`config.mk`:
```
export PLATFORM = sky130hd
export DESIGN_NAME = io_bus_arbiter
export DESIGN_NICKNAME = d
export VERILOG_FILES = /design/src/rtl/io_bus_arbiter.sv
export SDC_FILE = /design/constraint.sdc
export NUM_CORES = 1
export LEC_CHECK = 0
export BUFFER_PORTS_ARGS = -buffer_cell sky130_fd_sc_hd__buf_2
export CAP_MARGIN = 20
export CORE_UTILIZATION = 40
export CTS_CLUSTER_SIZE = 20
export DETAILED_ROUTE_END_ITERATION = 10
export PLACE_DENSITY_LB_ADDON = 0.2
export SYNTH_ARGS = -nofsm -noshare
export SYNTH_HDL_FRONTEND = slang
export SYNTH_SLANG_ARGS = --single-unit
```
`constraint.sdc`:
```
create_clock -name clk -period 4.95 [get_ports clk]
set_input_delay 0.2475 -clock clk [delete_from_list [all_inputs] [get_ports clk]]
set_output_delay 0.2475 -clock clk [all_outputs]
set_load 0.02 [all_outputs]
```
`src/rtl/io_bus_arbiter.sv`:
```
// io_bus_arbiter
//   Shares one IO/memory target bus between two requesters (m0 = CPU data
//   port, m1 = debug/DMA port). Round-robin arbitration with a single
//   transaction in flight; strobes are held until s_ack, and an optional
//   timeout turns a missing ack into an error response.
// Ports
//   clk, rst_n                      clock, asynchronous active-low reset
//   mX_req/we/addr/wdata (X=0,1)    request and its attributes, sampled in IDLE
//   mX_gnt                          one-cycle pulse: request accepted
//   mX_done/err/rdata               one-cycle completion, error flag, read data
//   s_addr/s_wdata/s_we/s_re        registered target bus, strobes held in ACCESS
//   s_ack/s_rdata                   target completion and read data
module io_bus_arbiter #(
  parameter int ADDR_W  = 32,
  parameter int DATA_W  = 32,
  parameter int TIMEOUT = 15
) (
  input  logic              clk,
  input  logic              rst_n,
  input  logic              m0_req,
  input  logic              m0_we,
  input  logic [ADDR_W-1:0] m0_addr,
  input  logic [DATA_W-1:0] m0_wdata,
  output logic              m0_gnt,
  output logic              m0_done,
  output logic              m0_err,
  output logic [DATA_W-1:0] m0_rdata,
  input  logic              m1_req,
  input  logic              m1_we,
  input  logic [ADDR_W-1:0] m1_addr,
  input  logic [DATA_W-1:0] m1_wdata,
  output logic              m1_gnt,
  output logic              m1_done,
  output logic              m1_err,
  output logic [DATA_W-1:0] m1_rdata,
  output logic [ADDR_W-1:0] s_addr,
  output logic [DATA_W-1:0] s_wdata,
  output logic              s_we,
  output logic              s_re,
  input  logic              s_ack,
  input  logic [DATA_W-1:0] s_rdata
);

  // A zero-width counter is illegal, so keep one bit when the timeout is off.
  localparam int CNT_W = (TIMEOUT > 0) ? $clog2(TIMEOUT + 1) : 1;
  localparam logic [CNT_W-1:0] CNT_LAST = CNT_W'((TIMEOUT > 0) ? TIMEOUT - 1 : 0);

  typedef enum logic [1:0] {
    IDLE,
    ACCESS,
    RESP
  } state_e;

  state_e            state_q, state_d;
  logic              owner_q, owner_d;
  logic              rr_last_q, rr_last_d;
  logic [CNT_W-1:0]  cnt_q, cnt_d;
  logic [ADDR_W-1:0] s_addr_q, s_addr_d;
  logic [DATA_W-1:0] s_wdata_q, s_wdata_d;
  logic              s_we_q, s_we_d;
  logic              s_re_q, s_re_d;
  logic [1:0]        gnt_q, gnt_d;
  logic [1:0]        done_q, done_d;
  logic              err_q, err_d;
  logic [DATA_W-1:0] rdata_q, rdata_d;
  logic              sel;

  always_comb begin
    state_d   = state_q;
    owner_d   = owner_q;
    rr_last_d = rr_last_q;
    cnt_d     = cnt_q;
    s_addr_d  = s_addr_q;
    s_wdata_d = s_wdata_q;
    s_we_d    = s_we_q;
    s_re_d    = s_re_q;
    gnt_d     = '0;
    done_d    = '0;
    err_d     = err_q;
    rdata_d   = rdata_q;
    sel       = 1'b0;
    unique case (state_q)
      IDLE: begin
        if (m0_req || m1_req) begin
          // On a tie the requester that did not finish last wins.
          sel       = (m0_req && m1_req) ? ~rr_last_q : m1_req;
          owner_d   = sel;
          s_addr_d  = sel ? m1_addr  : m0_addr;
          s_wdata_d = sel ? m1_wdata : m0_wdata;
          s_we_d    = sel ? m1_we    : m0_we;
          s_re_d    = ~(sel ? m1_we : m0_we);
          cnt_d     = '0;
          gnt_d     = sel ? 2'b10 : 2'b01;
          state_d   = ACCESS;
        end
      end
      ACCESS: begin
        if (s_ack) begin
          rdata_d = s_re_q ? s_rdata : '0;
          err_d   = 1'b0;
          s_re_d  = 1'b0;
          s_we_d  = 1'b0;
          done_d  = owner_q ? 2'b10 : 2'b01;
          state_d = RESP;
        end else if (TIMEOUT != 0 && cnt_q == CNT_LAST) begin
          rdata_d = '0;
          err_d   = 1'b1;
          s_re_d  = 1'b0;
          s_we_d  = 1'b0;
          done_d  = owner_q ? 2'b10 : 2'b01;
          state_d = RESP;
        end else if (cnt_q != '1) begin
          cnt_d = cnt_q + 1'b1;
        end
      end
      RESP: begin
        rr_last_d = owner_q;
        state_d   = IDLE;
      end
      default: state_d = IDLE;
    endcase
  end

  always_ff @(posedge clk or negedge rst_n) begin
    if (!rst_n) begin
      state_q   <= IDLE;
      owner_q   <= 1'b0;
      rr_last_q <= 1'b1;
      cnt_q     <= '0;
      s_addr_q  <= '0;
      s_wdata_q <= '0;
      s_we_q    <= 1'b0;
      s_re_q    <= 1'b0;
      gnt_q     <= '0;
      done_q    <= '0;
      err_q     <= 1'b0;
      rdata_q   <= '0;
    end else begin
      state_q   <= state_d;
      owner_q   <= owner_d;
      rr_last_q <= rr_last_d;
      cnt_q     <= cnt_d;
      s_addr_q  <= s_addr_d;
      s_wdata_q <= s_wdata_d;
      s_we_q    <= s_we_d;
      s_re_q    <= s_re_d;
      gnt_q     <= gnt_d;
      done_q    <= done_d;
      err_q     <= err_d;
      rdata_q   <= rdata_d;
    end
  end

  // Response fields are only visible to the owner, and only with done.
  assign m0_gnt   = gnt_q[0];
  assign m1_gnt   = gnt_q[1];
  assign m0_done  = done_q[0];
  assign m1_done  = done_q[1];
  assign m0_err   = done_q[0] & err_q;
  assign m1_err   = done_q[1] & err_q;
  assign m0_rdata = done_q[0] ? rdata_q : '0;
  assign m1_rdata = done_q[1] ? rdata_q : '0;
  assign s_addr   = s_addr_q;
  assign s_wdata  = s_wdata_q;
  assign s_we     = s_we_q;
  assign s_re     = s_re_q;

endmodule

```
==> metrics.cfg, run 1 <==
[run]
maxCapViolations = 0

[critical_path]
slowest_delay_ps = 840
crit_family = simple AND/OR/NAND/NOR gates
cp-start-kind = flop
required_ps = 5230
critical_path_class = flop to flop
worstPathArrival_ps = 2680
crit_chain = or2_2 -> buf_4 -> nor2_2 -> a221o_1
cp_num_buf_inv = 1
cp_max_fo = 59
critPathCaptureType = flop
slowest_stage = nor2_2

[layout]
final_common_cell = buf_2
drive_gt1_share_pct = 41.21
register_area_mm2 = 0.002779
multi_input_area_mm2 = 0.002323
fillCellCount = 1192
syn_to_final_growth_pct = 34.52
n_antenna_cell = 0
stdcell_area_mm2 = 0.007377
final_cell_mix = 301 x buf_2, 110 x dfrtp_1, 91 x o21ai_0
nNetsFinal = 977

[timing]
slew_headroom_pct = 31.66
setup_slack_ps = 2546
rsz0062_at_grt = false
holdWs_ps = -24.51
worst_pin_slew_ps = 1024
report.final.slew_viol_count = 0
finalCritPeriodShare_pct = 48.56
setup_viol = 0
finalHoldViolCount = 38
finalCriticalPeriod_ps = 2404
final.setup_skew_ps = 5.673
max_freq_ghz = 0.4160
setup_tns_ps = 0

[place]
dpl.hpwl_mm = 11.05
place.gp.congestion = 0.7905
io_buffers = 302
preCtsSetupSlack_ps = 2556
place_area_mm2 = 0.007013

[floorplan]
top_level_ports = 303
die_area_mm2 = 0.01418
start_util_pct = 41.25
die_w_um = 119.1
row_count = 42
core_mm2 = 0.01330
dieHeight_um = 119.1

[synth]
synth_mux_area_share_pct = 7.871
syn_area_per_cell_um2 = 10.21
synth_compound_area_share_pct = 20.08
synth-xor-area-share_pct = 0
synthArstFlopShare_pct = 100.0
synth_edf_count = 0
synth_area_mm2 = 0.005484
yosys.area_share.adder_pct = 0.4563
synth_top_family_by_area = compound AO/OA/AOI/OAI gates
syn_inst = 537
ys.flop_type = dfrtp_1
ys_seq_elements = 111
yosysSeqAreaShare_pct = 50.67
synth_warnings = 0
ys_types = 38
synth-simple-area-share_pct = 13.78
syn-num-nets = 706

[route]
firstDrtPassIters = 5
totalWireLength_mm = 15.40
num_vias = 5142
first_iter_violations = 214
drc = 0
drtAntennaViolNets = 0
viasPerCell = 5.199
wire_per_inst_um = 15.57

[pwr]
ir_drop_uv = 266.1
p_leak_nw = 3.881
powerDensity_mw_per_mm2 = 577.2

[global_routing]
antenna_found_initial = 0
grt_max_degree = 62
grt_overflow_total = 0
grt_usage_pct = 21.56
grt_first_pass_wirelength_mm = 24.36
grt_pass1_vias = 4805

[cts]
htree_num_levels = 3
cts_setup_buffers = 0
cts-root-buf = clkbuf_16
cts_max_path_buffers = 2
insertion_delay_ps = 340
path_clk_slew_ps = 70
cts_tree = built
cts-resized-gates = 0
cts_hold_repair.buffers = 0
numCtsBuffers = 9
cts_sinks = 111

[run_status]
outcome = finished with violations
violations = hold timing

[hold_path]
min_path_type = primary input to asynchronous set/reset pin

report_power, final:
part | total, mW | leakage (nW) | internal [mW] | switching, mW
sequential | 1.64 | 1.41 | 1.34 | 0.294
clock | 0.745 | 0.141 | 0.408 | 0.337
combinational | 1.88 | 2.33 | 0.715 | 1.16
area by class of cell:
type,instances,area share (%)
sequential,111,37.67
multi-input combinational,342,31.50
timing repair buffer,311,21.98
clock buffer,10,3.239
tap,176,2.985
inverter,33,1.679
clock inverter,6,0.9498
worst paths after layout:
kind	from	slack (ps)	cells past startpoint	endpoint
worst min-delay path	rst_n	-20	1	s_wdata[31]
worst max-delay path	state_q[0]	2550	4	s_wdata[9]
max in group asynchronous	rst_n	3830	2	s_addr[13]
min in group clk	m1_addr[26]	130	2	s_addr[26]
worst max register to register	state_q[0]	2550	4	s_wdata[9]
worst min register to register	owner_q	480	1	done_q[0]
worst reg2reg max path, delay by kind of cell, from the launching register on:
family                 cells  cell delay (ps)
AOI/OAI and AO/OA          1              300
buffers and inverters      1              330
and+or+nand+nor            2             1290
DFF                        1              410
synth_stat cells (3+ instances only):
cell type | number | area [um2]
mux2i_1 | 42 | 420.4
and3_1 | 4 | 25.02
nand2b_1 | 3 | 18.77
a221o_1 | 23 | 230.2
o21ai_0 | 91 | 455.4
inv_1 | 33 | 123.9
nand4_1 | 32 | 200.2
and2_1 | 67 | 419.2
dfrtp_1 | 110 | 2753
o21ai_1 | 28 | 140.1
buf_6 | 8 | 90.09
o21a_1 | 23 | 172.7
clkbuf_1 | 29 | 108.9
nor2_1 | 3 | 11.26
buf_2 | 13 | 65.06
cell families after synthesis:
| kind of cell | Yosys count |
|---|---|
| AO/OA/AOI/OAI | 177 |
| adder cells (fa/ha/maj) | 2 |
| buffers and inverters | 84 |
| flip-flops | 111 |
| multiplexers | 43 |
| AND/OR/NAND/NOR | 120 |
sequential cells by signal, summed over array words and instances, names as in the netlist:
signal and count:
done_q 2, cnt_q 4, rdata_q 32, s_addr 32
s_we 1, s_wdata 32, gnt_q 2, err_q 1
state_q 2, s_re 1, owner_q 1, rr_last_q 1
routing by layer:
layer | wire, um | global-route usage (%) | vias to the layer above
li1 | - | - | 2448
met1 | 6727 | 29.16 | 2448
met2 | 7517 | 34.81 | 220
met3 | 879 | 3.448 | 26
met4 | 275 | 7.911 | 0
met5 | 0 | 0 | -
through the flow:
step | util, % | instances | hold WS (ps) | power, mW
floorplan | - | 537 | -48.09 | 2.876
global placement | 52.75 | 971 | 369.6 | 3.444
detailed placement | 52.75 | 971 | 386.3 | 3.506
CTS | 55.07 | 987 | 12.01 | 4.265
global route | 55.49 | 989 | 33.99 | 4.553
finish | 55.49 | 989 | -24.51 | 4.258
No activity file was read; power rests on OpenSTA's default activity.
==> inputs of run 2 (changes only) <==
--- a/config.mk
+++ b/config.mk
@@ -5,6 +5,7 @@
 export SDC_FILE = /design/constraint.sdc
 export NUM_CORES = 1
 export LEC_CHECK = 0
+export ABC_AREA = 1
 export BUFFER_PORTS_ARGS = -buffer_cell sky130_fd_sc_hd__buf_2
 export CAP_MARGIN = 20
 export CORE_UTILIZATION = 40
==> constraint.sdc (replaced) <==
create_clock -name clk -period 2.2 [get_ports clk]
set_input_delay 0.11 -clock clk [delete_from_list [all_inputs] [get_ports clk]]
set_output_delay 0.11 -clock clk [all_outputs]
set_load 0.02 [all_outputs]
==> run 2 against run 1 <==
Net effect:
- the run now ends clean
- sequential power increased by 110%
- global-route usage about the same
- synthesized cell count increased by 31%
- largest cell class unchanged
- highest routed layer unchanged
==> metrics.cfg, run 2 <==
[synth]
synth_top_family_by_area = simple AND/OR/NAND/NOR gates
yosys.area.top_type_share_pct = 48.02
ys_seq_elements = 111
synth_warnings = 0
syn_area_per_cell_um2 = 8.153
synth_common_cells = 251 x nand2_1, 110 x dfrtp_1, 78 x inv_1
synth_mux_area_share_pct = 0
synth_area_leaders = dfrtp_1 48%, nand2_1 16%, o21ai_2 12%
syn-num-nets = 872
syn_inst = 703
synth_edf_count = 0
yosys.area.top_type = dfrtp_1
synth_area_mm2 = 0.005732
ys_types = 29
synth-simple-area-share_pct = 25.23
yosys.area_share.adder_pct = 0.4366
synthArstFlopShare_pct = 100.0
synth_most_common_cell = nand2_1
synth-xor-area-share_pct = 0
yosysSeqAreaShare_pct = 48.48
synth_compound_area_share_pct = 15.87
ys.flop_type = dfrtp_1

[pwr]
powerDensity_mw_per_mm2 = 1170
p_leak_nw = 4.739
ir_drop_uv = 598.5
power_mw = 9.532

[global_routing]
grt.busiest_layer = met2
grt_pass1_vias = 5232
met2_usage_pct = 36.15
grt_max_degree = 112
grt_usage_pct = 21.51
antenna_found_initial = 0
grt_overflow_total = 0
grt_use_met3_pct = 5.103
grt_first_pass_wirelength_mm = 24.92
met1_usage_pct = 25.75

[critical_path]
r2r-end = s_wdata[11]
cp-start-kind = flop
r2r_slack_ps = 440
setup.worst_path.start = rr_last_q
cp_max_fo = 27
timing.rr.start = rr_last_q
critical_path_class = flop to flop
r2r_cells = 6
critPathCaptureType = flop
worstPathArrival_ps = 2020
cp-endpoint = s_wdata[11]
required_ps = 2460

[layout]
final_common_cell = buf_2
fillCellCount = 1287
drive_gt1_share_pct = 40.48
stdcell_area_mm2 = 0.008145
post-route-util_pct = 58.45
final_cell_mix = 301 x buf_2, 251 x nand2_1, 110 x dfrtp_1
n_antenna_cell = 0
syn_to_final_growth_pct = 42.11
nNetsFinal = 1209

[timing]
setup_viol = 0
worst_pin_slew_ps = 600.9
finalHoldViolCount = 0
report.final.slew_viol_count = 0
setup_tns_ps = 0
max_freq_ghz = 0.5686
final.setup_skew_ps = 9.699
slew_headroom_pct = 59.94
finalCritPeriodShare_pct = 79.94
setup_slack_ps = 441.3
finalCriticalPeriod_ps = 1759
rsz0062_at_grt = false

[cts]
cts_sinks = 111
path_clk_slew_ps = 70
htree_num_levels = 3
cts_tree = built
numCtsBuffers = 9
cts_max_path_buffers = 2
cts-root-buf = clkbuf_16
insertion_delay_ps = 350

[place]
preCtsSetupSlack_ps = 433.4
place.gp.congestion = 0.7677
dpl.hpwl_mm = 10.88
place_area_mm2 = 0.007300
io_buffers = 302

[floorplan]
row_count = 43
die_area_mm2 = 0.01481
top_level_ports = 303
core_mm2 = 0.01393
start_util_pct = 41.13
die_w_um = 121.7
dieHeight_um = 121.7

[route]
wire_per_inst_um = 13.10
totalWireLength_mm = 16.05
first_iter_violations = 280
firstDrtPassIters = 4
viasPerCell = 4.621
drtAntennaViolNets = 0
num_vias = 5661
drc = 0

[run]
maxCapViolations = 0

[hold_path]
min_path_type = primary input to flop

[run_status]
outcome = complete, no violations

-- run 2: cell count changes after synthesis, moves of 40 or more --
| cell | previous run | this run |
|---|---|---|
| o21ai_2 | 0 | 76 |
| o21ai_0 | 91 | 11 |
| nor2_1 | 3 | 43 |
| nand2_1 | 0 | 251 |
| and2_1 | 67 | 0 |
| mux2i_1 | 42 | 0 |
| inv_1 | 33 | 78 |
-- run 2: where the power goes --
group | leakage (nW) | switching (mW) | total [mW] | internal [mW]
combinational | 3.19 | 2.91 | 4.46 | 1.54
sequential | 1.41 | 0.556 | 3.48 | 2.92
clock | 0.141 | 0.716 | 1.60 | 0.884
total | 4.74 | 4.19 | 9.53 | 5.35
-- run 2: kinds of logic (layout without fill, tap and decap cells) --
group | Yosys count | in the layout
flip-flops | 111 | 111
adder cells (fa/ha/maj) | 2 | 2
AND/OR/NAND/NOR | 345 | 345
buffers and inverters | 121 | 463
AO/OA/AOI/OAI | 124 | 124
-- run 2: worst min path at each step --
stage          slack, ps   startpoint  cells after the start           to
2_1_floorplan       -190        rst_n                      0     cnt_q[0]
3_3_place_gp         240        rst_n                      2  rdata_q[26]
3_5_place_dp         250        rst_n                      2  rdata_q[26]
4_1_cts              0.5  s_rdata[10]                      3  rdata_q[10]
5_1_grt                8  s_rdata[10]                      3  rdata_q[10]
6_report              10  s_rdata[10]                      3  rdata_q[10]
-- run 2: layer usage --
| layer | vias to the layer above | share of wire (%) |
|---|---|---|
| li1 | 2849 | - |
| met1 | 2529 | 41 |
| met2 | 245 | 48 |
| met3 | 38 | 7.1 |
| met4 | 0 | 3.2 |
| met5 | - | 0 |
-- run 2: critical path: stages, from the launching register on --
cell     delay [ps]
dfstp_2         370
nand2_1          90
nand2_4         150
inv_4           390
buf_4           360
o21ai_0         100
o21ai_0         180
-- run 2: area by class of cell --
| class | count | area [um2] | share of cell area [%] |
|---|---|---|---|
| Sequential cell | 111 | 2779 | 34.12 |
| Inverter | 80 | 307.8 | 3.779 |
| Clock inverter | 4 | 48.80 | 0.5991 |
| Multi-Input combinational cell | 471 | 2381 | 29.23 |
| Tap cell | 180 | 225.2 | 2.765 |
| Timing Repair Buffer | 367 | 2167 | 26.61 |
| Clock buffer | 12 | 236.5 | 2.903 |
-- run 2: repair_timing --
| item | in CTS | in global routing |
|---|---|---|
| hold buffers | 56 | 0 |
| resized for setup | 0 | 0 |
| setup buffers | 0 | 0 |
| hold endpoints to repair | 142 | 0 |
-- run 2: per-stage QoR --
stage                     cells  hold WS, ps
after CTS                  1225       0.5300
after global routing       1225        7.607
after floorplan             703       -185.6
after detailed placement   1153        248.1
final                      1225        13.62
after global placement     1153        241.8
